File: src/rtl/console_ctrl_pkg.sv
// Shared constants and state encoding for the console output controller.
package console_ctrl_pkg;

    localparam int XLEN           = 32;
    localparam int CONSOLE_ST_LEN = 2;

    typedef enum logic [CONSOLE_ST_LEN-1:0] {
        CONSOLE_ST_RUN   = 2'd0,
        CONSOLE_ST_DRAIN = 2'd1,
        CONSOLE_ST_DONE  = 2'd2
    } console_st_e;

endpackage

File: src/rtl/console_ctrl_fifo.sv
// Show-ahead character FIFO: storage, wrapping pointers and a separate
// occupancy counter so full and empty are unambiguous.
module console_ctrl_fifo #(
    parameter int DEPTH = 16,
    parameter int WIDTH = 8
) (
    input  logic                     clk,
    input  logic                     reset_n,
    input  logic                     push,
    input  logic                     pop,
    input  logic [WIDTH-1:0]         wdata,
    output logic [WIDTH-1:0]         rdata,
    output logic [$clog2(DEPTH):0]   count,
    output logic                     full,
    output logic                     empty
);

    localparam int PTR_W = $clog2(DEPTH);
    localparam int CNT_W = PTR_W + 1;

    logic [WIDTH-1:0] mem_q [DEPTH];
    logic [PTR_W-1:0] wr_ptr_q, wr_ptr_d;
    logic [PTR_W-1:0] rd_ptr_q, rd_ptr_d;
    logic [CNT_W-1:0] count_q, count_d;

    // Next pointer and occupancy values from the push/pop pair.
    always_comb begin
        wr_ptr_d = wr_ptr_q;
        rd_ptr_d = rd_ptr_q;
        count_d  = count_q;
        if (push) begin
            wr_ptr_d = wr_ptr_q + PTR_W'(1);
        end else begin
            wr_ptr_d = wr_ptr_q;
        end
        if (pop) begin
            rd_ptr_d = rd_ptr_q + PTR_W'(1);
        end else begin
            rd_ptr_d = rd_ptr_q;
        end
        case ({push, pop})
            2'b10:   count_d = count_q + CNT_W'(1);
            2'b01:   count_d = count_q - CNT_W'(1);
            default: count_d = count_q;
        endcase
    end

    // Pointer and occupancy registers; reset discards buffered data.
    always_ff @(posedge clk or negedge reset_n) begin
        if (!reset_n) begin
            wr_ptr_q <= '0;
            rd_ptr_q <= '0;
            count_q  <= '0;
        end else begin
            wr_ptr_q <= wr_ptr_d;
            rd_ptr_q <= rd_ptr_d;
            count_q  <= count_d;
        end
    end

    // Character storage; contents are don't-care until written.
    always_ff @(posedge clk) begin
        if (push) begin
            mem_q[wr_ptr_q] <= wdata;
        end
    end

    assign rdata = mem_q[rd_ptr_q];
    assign count = count_q;
    assign full  = (count_q == CNT_W'(DEPTH));
    assign empty = (count_q == CNT_W'(0));

endmodule

File: src/rtl/console_ctrl.sv
// Console output controller: buffers core console writes, drains them over a
// valid/ready byte port with optional pacing, and sequences end-of-test so
// done/passed rise only after every buffered character has left.
module console_ctrl #(
    parameter int XLEN     = console_ctrl_pkg::XLEN,
    parameter int DEPTH    = 16,
    parameter int CHAR_GAP = 0
) (
    input  logic                   clk,
    input  logic                   reset_n,
    input  logic                   console_we,
    input  logic [XLEN-1:0]        console_wdata,
    input  logic                   halt,
    input  logic                   passed_in,
    input  logic                   tx_ready,
    output logic                   tx_valid,
    output logic [7:0]             tx_data,
    output logic [$clog2(DEPTH):0] fifo_count,
    output logic                   overflow,
    output logic                   done,
    output logic                   passed
);

    import console_ctrl_pkg::*;

    localparam int GAP_W = (CHAR_GAP > 0) ? $clog2(CHAR_GAP + 1) : 1;

    console_st_e      state_q, state_d;
    logic [GAP_W-1:0] gap_q, gap_d;
    logic             overflow_q, overflow_d;
    logic             pass_lat_q, pass_lat_d;
    logic             done_q, done_d;
    logic             passed_q, passed_d;

    logic             push_s, pop_s, drop_s, tx_valid_s;
    logic             fifo_full_s, fifo_empty_s;
    logic [7:0]       fifo_rdata_s;
    logic [$clog2(DEPTH):0] fifo_count_s;
    logic             unused_wdata_s;

    // Only the low byte carries a character.
    assign unused_wdata_s = ^console_wdata[XLEN-1:8];

    console_ctrl_fifo #(
        .DEPTH (DEPTH),
        .WIDTH (8)
    ) u_fifo (
        .clk     (clk),
        .reset_n (reset_n),
        .push    (push_s),
        .pop     (pop_s),
        .wdata   (console_wdata[7:0]),
        .rdata   (fifo_rdata_s),
        .count   (fifo_count_s),
        .full    (fifo_full_s),
        .empty   (fifo_empty_s)
    );

    // Handshake decode: a full FIFO still takes a write when it pops the same cycle.
    always_comb begin
        tx_valid_s = !fifo_empty_s && (gap_q == GAP_W'(0)) && (state_q != CONSOLE_ST_DONE);
        pop_s      = tx_valid_s && tx_ready;
        push_s     = console_we && (state_q != CONSOLE_ST_DONE) && (!fifo_full_s || pop_s);
        drop_s     = console_we && (state_q != CONSOLE_ST_DONE) && fifo_full_s && !pop_s;
    end

    // Pacing counter, sticky overflow and the run/drain/done sequencer.
    always_comb begin
        gap_d      = gap_q;
        overflow_d = overflow_q | drop_s;
        pass_lat_d = pass_lat_q;
        state_d    = state_q;

        if (pop_s) begin
            gap_d = GAP_W'(CHAR_GAP);
        end else if (gap_q != GAP_W'(0)) begin
            gap_d = gap_q - GAP_W'(1);
        end else begin
            gap_d = gap_q;
        end

        case (state_q)
            CONSOLE_ST_RUN: begin
                if (halt) begin
                    state_d    = CONSOLE_ST_DRAIN;
                    pass_lat_d = passed_in;
                end else begin
                    state_d = CONSOLE_ST_RUN;
                end
            end
            CONSOLE_ST_DRAIN: begin
                if (fifo_empty_s && (gap_q == GAP_W'(0)) && !push_s) begin
                    state_d = CONSOLE_ST_DONE;
                end else begin
                    state_d = CONSOLE_ST_DRAIN;
                end
            end
            CONSOLE_ST_DONE: begin
                state_d = CONSOLE_ST_DONE;
            end
            default: begin
                state_d = CONSOLE_ST_RUN;
            end
        endcase

        // done/passed are registered from the next state so they rise with DONE.
        done_d   = (state_d == CONSOLE_ST_DONE);
        passed_d = (state_d == CONSOLE_ST_DONE) && pass_lat_d && !overflow_d;
    end

    // Control state registers.
    always_ff @(posedge clk or negedge reset_n) begin
        if (!reset_n) begin
            state_q    <= CONSOLE_ST_RUN;
            gap_q      <= '0;
            overflow_q <= 1'b0;
            pass_lat_q <= 1'b0;
            done_q     <= 1'b0;
            passed_q   <= 1'b0;
        end else begin
            state_q    <= state_d;
            gap_q      <= gap_d;
            overflow_q <= overflow_d;
            pass_lat_q <= pass_lat_d;
            done_q     <= done_d;
            passed_q   <= passed_d;
        end
    end

    assign tx_valid   = tx_valid_s;
    assign tx_data    = fifo_rdata_s;
    assign fifo_count = fifo_count_s;
    assign overflow   = overflow_q;
    assign done       = done_q;
    assign passed     = passed_q;

endmodule

File: config.mk
export PLATFORM = sky130hd
export DESIGN_NAME = console_ctrl
export DESIGN_NICKNAME = d
export VERILOG_FILES = /design/src/rtl/console_ctrl_pkg.sv /design/src/rtl/console_ctrl_fifo.sv /design/src/rtl/console_ctrl.sv
export SDC_FILE = /design/constraint.sdc
export NUM_CORES = 1
export LEC_CHECK = 0
export BUFFER_PORTS_ARGS = -buffer_cell sky130_fd_sc_hd__buf_2
export CORE_AREA = 10 10 113 115
export DETAILED_ROUTE_END_ITERATION = 10
export DIE_AREA = 0 0 123 125
export GPL_TIMING_DRIVEN = 0
export PLACE_DENSITY = 0.89
export SYNTH_ARGS = -nofsm -noshare
export SYNTH_HDL_FRONTEND = slang
export SYNTH_HIERARCHICAL = 1
export SYNTH_SLANG_ARGS = --single-unit
File: constraint.sdc
create_clock -name clk -period 3.8 [get_ports clk]
set_input_delay 0.19 -clock clk [delete_from_list [all_inputs] [get_ports clk]]
set_output_delay 0.19 -clock clk [all_outputs]
set_load 0.02 [all_outputs]
After elaboration in Yosys (flattened, before gate mapping)
Memory sizes are Yosys's and may differ from the RTL's.
Index checks and enable logic that the tools add are counted.
W data, S select, Z words.

word-level totals
  bits in registers = 20
  output and inout bits = 17
  input bits = 38
  RAM bits = 128
  memories = 1
  logic and storage cells = 54

memories
  name          depth  bits a word  rd ports  clocked after memory_dff  write ports  line                     text
  u_fifo.mem_q  16     8            1         0                         1            console_ctrl_fifo.sv:21  logic [WIDTH-1:0] mem_q [DEPTH];

cells by class
  reduce and logical (&&, ||, !) cells = 20
  bitwise logic cells = 2
  $add $sub $neg = 5
  equal/unequal tests = 7
  mux-type cells = 10

operators with widths
  kind                   number
  $logic_and A1 B1 Y1    11
  $pmux W5 S2            1
  $add A4 B1 Y4 const B  2
  $mux W1                7
  $eq A2 B2 Y1 const B   3
  $pmux W2 S3            1
  $add A5 B1 Y5 const B  1
  $eq A5 B5 Y1 const B   1
  $logic_not A1 Y1       5
  $logic_not A5 Y1       1
  $sub A5 B1 Y5 const B  1
  $eq A2 B1 Y1 const B   2
  $logic_not A2 Y1       1
  $mux W2                1
  $ne A2 B2 Y1 const B   1
  $reduce_bool A2 Y1     1
  $logic_or A1 B1 Y1     1
  $not A1 Y1             1
  $or A1 B1 Y1           1
  $sub A1 B1 Y1 const B  1

Longest topological paths before layout
  depth after elaboration = 14
  gate-level depth with buffers = 15
  depth with buffers taken out = 13

Cells and area by module
The synthesis kept the hierarchy.

modules (own cells, without submodules)
  module             area an instance (um^2)  sequential area each (um^2)  cells each  times used
  console_ctrl_fifo  5771.8                   4169.0                       297         1
  console_ctrl       285.3                    150.1                        25          1

Worst setup path after synthesis
Ideal clock, no wire load.

  kind = reg2reg
  start = register u_fifo.count_q[2], in the netlist u_fifo/count[2]
  end = register u_fifo.count_q[4], in the netlist u_fifo/count[4]
  path slack = 0.876 ns
  cell stages (with the launch flop) = 16
  required time = 3.720 ns
  arrival time = 2.845 ns
  buffers on the path = 2
  path through = dfrtp_1 clkbuf_1 nor2_1 nand2_1 nor2_1 nand2b_4 a21oi_1 inv_1 ha_1 clkbuf_1 xor2_1 ha_1 nor4_1 mux2i_1 o221ai_1 xor2_1

on the way
  word-level cells in the longest chain between the ends = 9
  elaborated cells on any way between the ends = 15
  those cells by class = add/sub: 2; eq/ne: 3; mux: 1; reduce/logical: 9

ends and longest elaborated chain
  what                                               line                     text
  start, declared                                    console_ctrl_fifo.sv:24  logic [CNT_W-1:0] count_q, count_d;
  start signal, assigned                             console_ctrl_fifo.sv:57  count_q <= count_d;
  $logic_not A5 Y1 *                                 console_ctrl_fifo.sv:71  assign empty = (count_q == CNT_W'(0));
  net fifo_empty_s                                   console_ctrl.sv:36       logic fifo_full_s, fifo_empty_s;
  $logic_not A1 Y1 *                                 console_ctrl.sv:61       tx_valid_s = !fifo_empty_s && (gap_q == GAP_W'(0)) && (state_q != CONSOLE_ST_DONE);
  $logic_and A1 B1 Y1 * (2 in a row)                 console_ctrl.sv:61
  $logic_and A1 B1 Y1 *                              console_ctrl.sv:62       pop_s = tx_valid_s && tx_ready;
  $logic_or A1 B1 Y1 *                               console_ctrl.sv:63       push_s = console_we && (state_q != CONSOLE_ST_DONE) && (!fifo_full_s || pop_s);
  $logic_and A1 B1 Y1 *                              console_ctrl.sv:63
  net push_s                                         console_ctrl.sv:35       logic push_s, pop_s, drop_s, tx_valid_s;
  $eq A2 B1 Y1 or $eq A2 B2 Y1 (tied branches)       console_ctrl_fifo.sv:41  case ({push, pop})
  $pmux W5 S2 or $reduce_bool A2 Y1 (tied branches)  n/a

The timed path passes the listed nets; every way through them passes the cells marked *.
A chain may end at the register's enable or synchronous reset.

Final worst setup path
  start = register u_fifo.count_q[2], in the netlist u_fifo/count[2]
  end = register u_fifo.count_q[4], in the netlist u_fifo/count[4]

on the way
  word-level cells in the longest chain between the ends = 9
  elaborated cells on any way between the ends = 15
  those cells by class = add/sub: 2; eq/ne: 3; mux: 1; reduce/logical: 9

ends and longest elaborated chain
  what                                               line
  $logic_not A5 Y1 *                                 console_ctrl_fifo.sv:71
  net fifo_empty_s                                   console_ctrl.sv:36
  $logic_not A1 Y1 *                                 console_ctrl.sv:61
  $logic_and A1 B1 Y1 * (2 in a row)                 console_ctrl.sv:61
  $logic_and A1 B1 Y1 *                              console_ctrl.sv:62
  net pop_s                                          console_ctrl.sv:35
  $logic_or A1 B1 Y1                                 console_ctrl.sv:63
  $logic_and A1 B1 Y1                                console_ctrl.sv:63
  $eq A2 B1 Y1 or $eq A2 B2 Y1 (tied branches)       console_ctrl_fifo.sv:41
  $pmux W5 S2 or $reduce_bool A2 Y1 (tied branches)  n/a

Marks and branches as above.

==> results_dict.tcl <==
set metrics [dict create \
    drt-initial-drc-count 269 \
    vias 3247 \
    hold_class "input pin to register" \
    place_area_um2 6380 \
    synth_area_leaders "edfxtp_1 (63%), dfrtp_1 (7.8%), mux4_2 (7.8%)" \
    first_pass_iters 5 \
    setup_ws_ps 496 \
    crit_path_end_kind "register" \
    cts.sinks 147 \
    synthArstFlopShare 0.129 \
    path_clk_slew_ps 60 \
    fin_crit_ps 3300 \
    fmax_ghz 0.303 \
    rrSetupSlack_ps 500 \
    rsz0062_at_grt "false" \
    synth_area_leader_cell "edfxtp_1" \
    crit_cells 14 \
    crit_fanout 8 \
    die_y_um 125 \
    synthToLayoutAreaGrowth_pct 15.0 \
    synth.cell_area_um2 6060 \
    io_pins 55 \
    worst_r2r_endpoint "u_fifo/count[4]$_DFFE_PN0P_" \
    reg2regPathDepth 14 \
    multiInputGateArea_um2 1590 \
    h-tree-depth 4 \
    power_mw 5.39 \
    drt-total-wl_mm 12.8 \
    holdBufCountCts 5 \
    yosys.cell_count.top_type "edfxtp_1" \
    dieArea_um2 15400 \
    regToRegStartpoint "u_fifo/count[2]$_DFFE_PN0P_" \
    grt_pass1_wl_mm 19.9 \
    power_leakage_nw 2.48 \
    min_period_over_period 0.869 \
    crit_buf_inv 2 \
    synth_edf_count 128 \
    setup_violations 0 \
    syn_nets 369 \
    io_buffers 30 \
    clockBufferDepth 2 \
    drive_gt1_frac 0.245 \
    critPathMaxStageDelay_ps 400 \
    arrival_ps 3740 \
    groute.usage.overall 0.176 \
    antenna_found_initial 0 \
    rows 38 \
    syn_avg_cell_area_um2 18.8 \
    synth_seq_cells 147 \
    synth-main-ff-cell "edfxtp_1" \
    drc 0 \
    ys_seq_area_frac 0.713 \
    fin_tns_setup_ps 0 \
    finClkSkew_ps 9.91 \
    fp.dieW_um 123 \
    insertion_delay_ps 520 \
    tightest_slew_ps 908 \
    stdcell_area_um2 6960 \
    via_per_inst 6.15 \
    dp_hpwl_mm 7.96 \
    required_ps 4240 \
    hold_start "console_wdata[4]" \
    vdd_drop_max_uv 425 \
    max-cap-violations 0 \
    grt_pass1_vias 3401 \
    cts_resized 0 \
    clock-root-buffer "clkbuf_8" \
    syn_inst 322 \
    slowest_stage "nor2_1" \
    grt_max_degree 20 \
    whs_ps 59.1 \
    crit_type "register to register" \
    initial_utilization 0.571 \
    place_ws_ps 565 \
    cts_inserted_buffers 17 \
    cts_tree "done" \
    hold-path-endpoint "u_fifo/mem_q[7][4]$_DFFE_PP_" \
    synthTopCellsByCount "edfxtp_1 (128), mux4_2 (21), dfrtp_1 (19)" \
    synth_cell_types 42 \
    hold_violations 0 \
    whs_path_depth 1 \
    worst_path_most_repeated_cell "nor2_1" \
    postCtsSetupBuffers 0 \
    final-seq-area_um2 4320 \
    crit_family "simple AND/OR/NAND/NOR gates" \
    core_area_um2 10600 \
    power_density_nw_per_um2 774 \
    final_max_slew_viol_count 0 \
    cp-start-kind "register" \
    outcome "finished clean" \
    n_antenna_cell 0 \
    relSlewSlack 0.393 \
    ant_nets 0 \
    worstPathCellList "clkbuf_1 -> nor2_1 -> nand2_1 -> nor2_1 -> nand2b_4 -> nor2_1 -> ha_1 -> clkbuf_1 -> xor2_1 -> ha_1 -> nor4_1 -> mux2i_1 -> o221ai_1 -> xor2_1" \
    gp_congestion 0.785 \
    post_drt_wl_per_cell_um 24.3 \
    ys_warn_count 6 \
    final.fill_count 650 \
    nNetsFinal 423 \
    synth_top_area_frac 0.635 \
    grt_overflow 0 \
]
-- flip-flops by register name (all words and copies together), names as in the netlist --
signal           count
pass_lat_q           1
u_fifo/wr_ptr_q      4
state_q              2
overflow             1
u_fifo/rd_ptr_q      4
done                 1
passed               1
u_fifo/mem_q       128
u_fifo/count         5
-- how the worst max path moves through the flow --
stage	start	slack, ps	to
after floorplan	u_fifo/count[2]$_DFFE_PN0P_	880	u_fifo/count[4]$_DFFE_PN0P_
after global placement	u_fifo/count[2]$_DFFE_PN0P_	680	u_fifo/count[4]$_DFFE_PN0P_
after detailed placement	u_fifo/count[2]$_DFFE_PN0P_	560	u_fifo/count[4]$_DFFE_PN0P_
after CTS	u_fifo/count[2]$_DFFE_PN0P_	530	u_fifo/count[4]$_DFFE_PN0P_
after global routing	u_fifo/count[2]$_DFFE_PN0P_	150	u_fifo/count[4]$_DFFE_PN0P_
final	u_fifo/count[2]$_DFFE_PN0P_	500	u_fifo/count[4]$_DFFE_PN0P_
-- final cells by class --
cell class              instances  area share
inverters                       5     0.00270
clock buffers                  18      0.0600
flip-flops and latches        147       0.620
multi-input cells             153       0.229
plain buffers                  17      0.0183
repair buffers                 35      0.0288
clock inverters                13      0.0162
well taps                     140      0.0252
-- through the flow --
step	util	instances
5_1_grt	0.657	528
4_1_cts	0.657	528
6_report	0.657	528
3_5_place_dp	0.602	492
2_1_floorplan	-	322
3_3_place_gp	0.602	492
-- logic make-up after synthesis --
logic type | synth area share
adder cells (fa/ha/maj) | 0.0186
multiplexers | 0.133
XOR/XNOR | 0.0174
flip-flops | 0.713
AO/OA/AOI/OAI | 0.0333
buffers and inverters | 0.0242
AND/OR/NAND/NOR | 0.0605
-- layout by cell type (no fill, tap or decap), types with 4 or more instances in the layout --
cell | Yosys | final
and3_1 | 5 | 5
inv_1 | 5 | 5
dfrtp_1 | 19 | 19
a22oi_1 | 16 | 16
xnor2_1 | 6 | 6
nor2_1 | 17 | 17
edfxtp_1 | 128 | 128
and2_1 | 10 | 10
buf_2 | 2 | 32
clkbuf_1 | 7 | 8
mux4_2 | 21 | 21
ha_1 | 9 | 9
clkbuf_16 | 0 | 16
nand2_1 | 18 | 18
dlygate4sd3_1 | 0 | 5
xor2_1 | 6 | 6
mux4_1 | 11 | 11
clkinvlp_4 | 0 | 4
-- where the power goes --
group | switching (mW) | internal [mW]
combinational | 1.03 | 0.770
clock | 0.620 | 0.861
sequential | 0.122 | 1.99
-- worst reg2reg max path: stages, from the launching register on --
cell      delay (ps)
dfrtp_1          340
clkbuf_1         280
nor2_1           120
nand2_1          100
nor2_1            90
nand2b_4         160
nor2_1           400
ha_1             280
clkbuf_1         330
xor2_1           130
ha_1             230
nor4_1           260
mux2i_1          120
o221ai_1         220
xor2_1           180
-- layer usage --
metal | GRT usage | vias to the layer above | wire length (µm)
met2 | 0.278 | 140 | 6520
met1 | 0.214 | 1675 | 4930
met3 | 0.0594 | 31 | 938
li1 | - | 1401 | -
met5 | 0 | - | 0
met4 | 0.0822 | 0 | 430
Power figures use the tool's default switching activity.
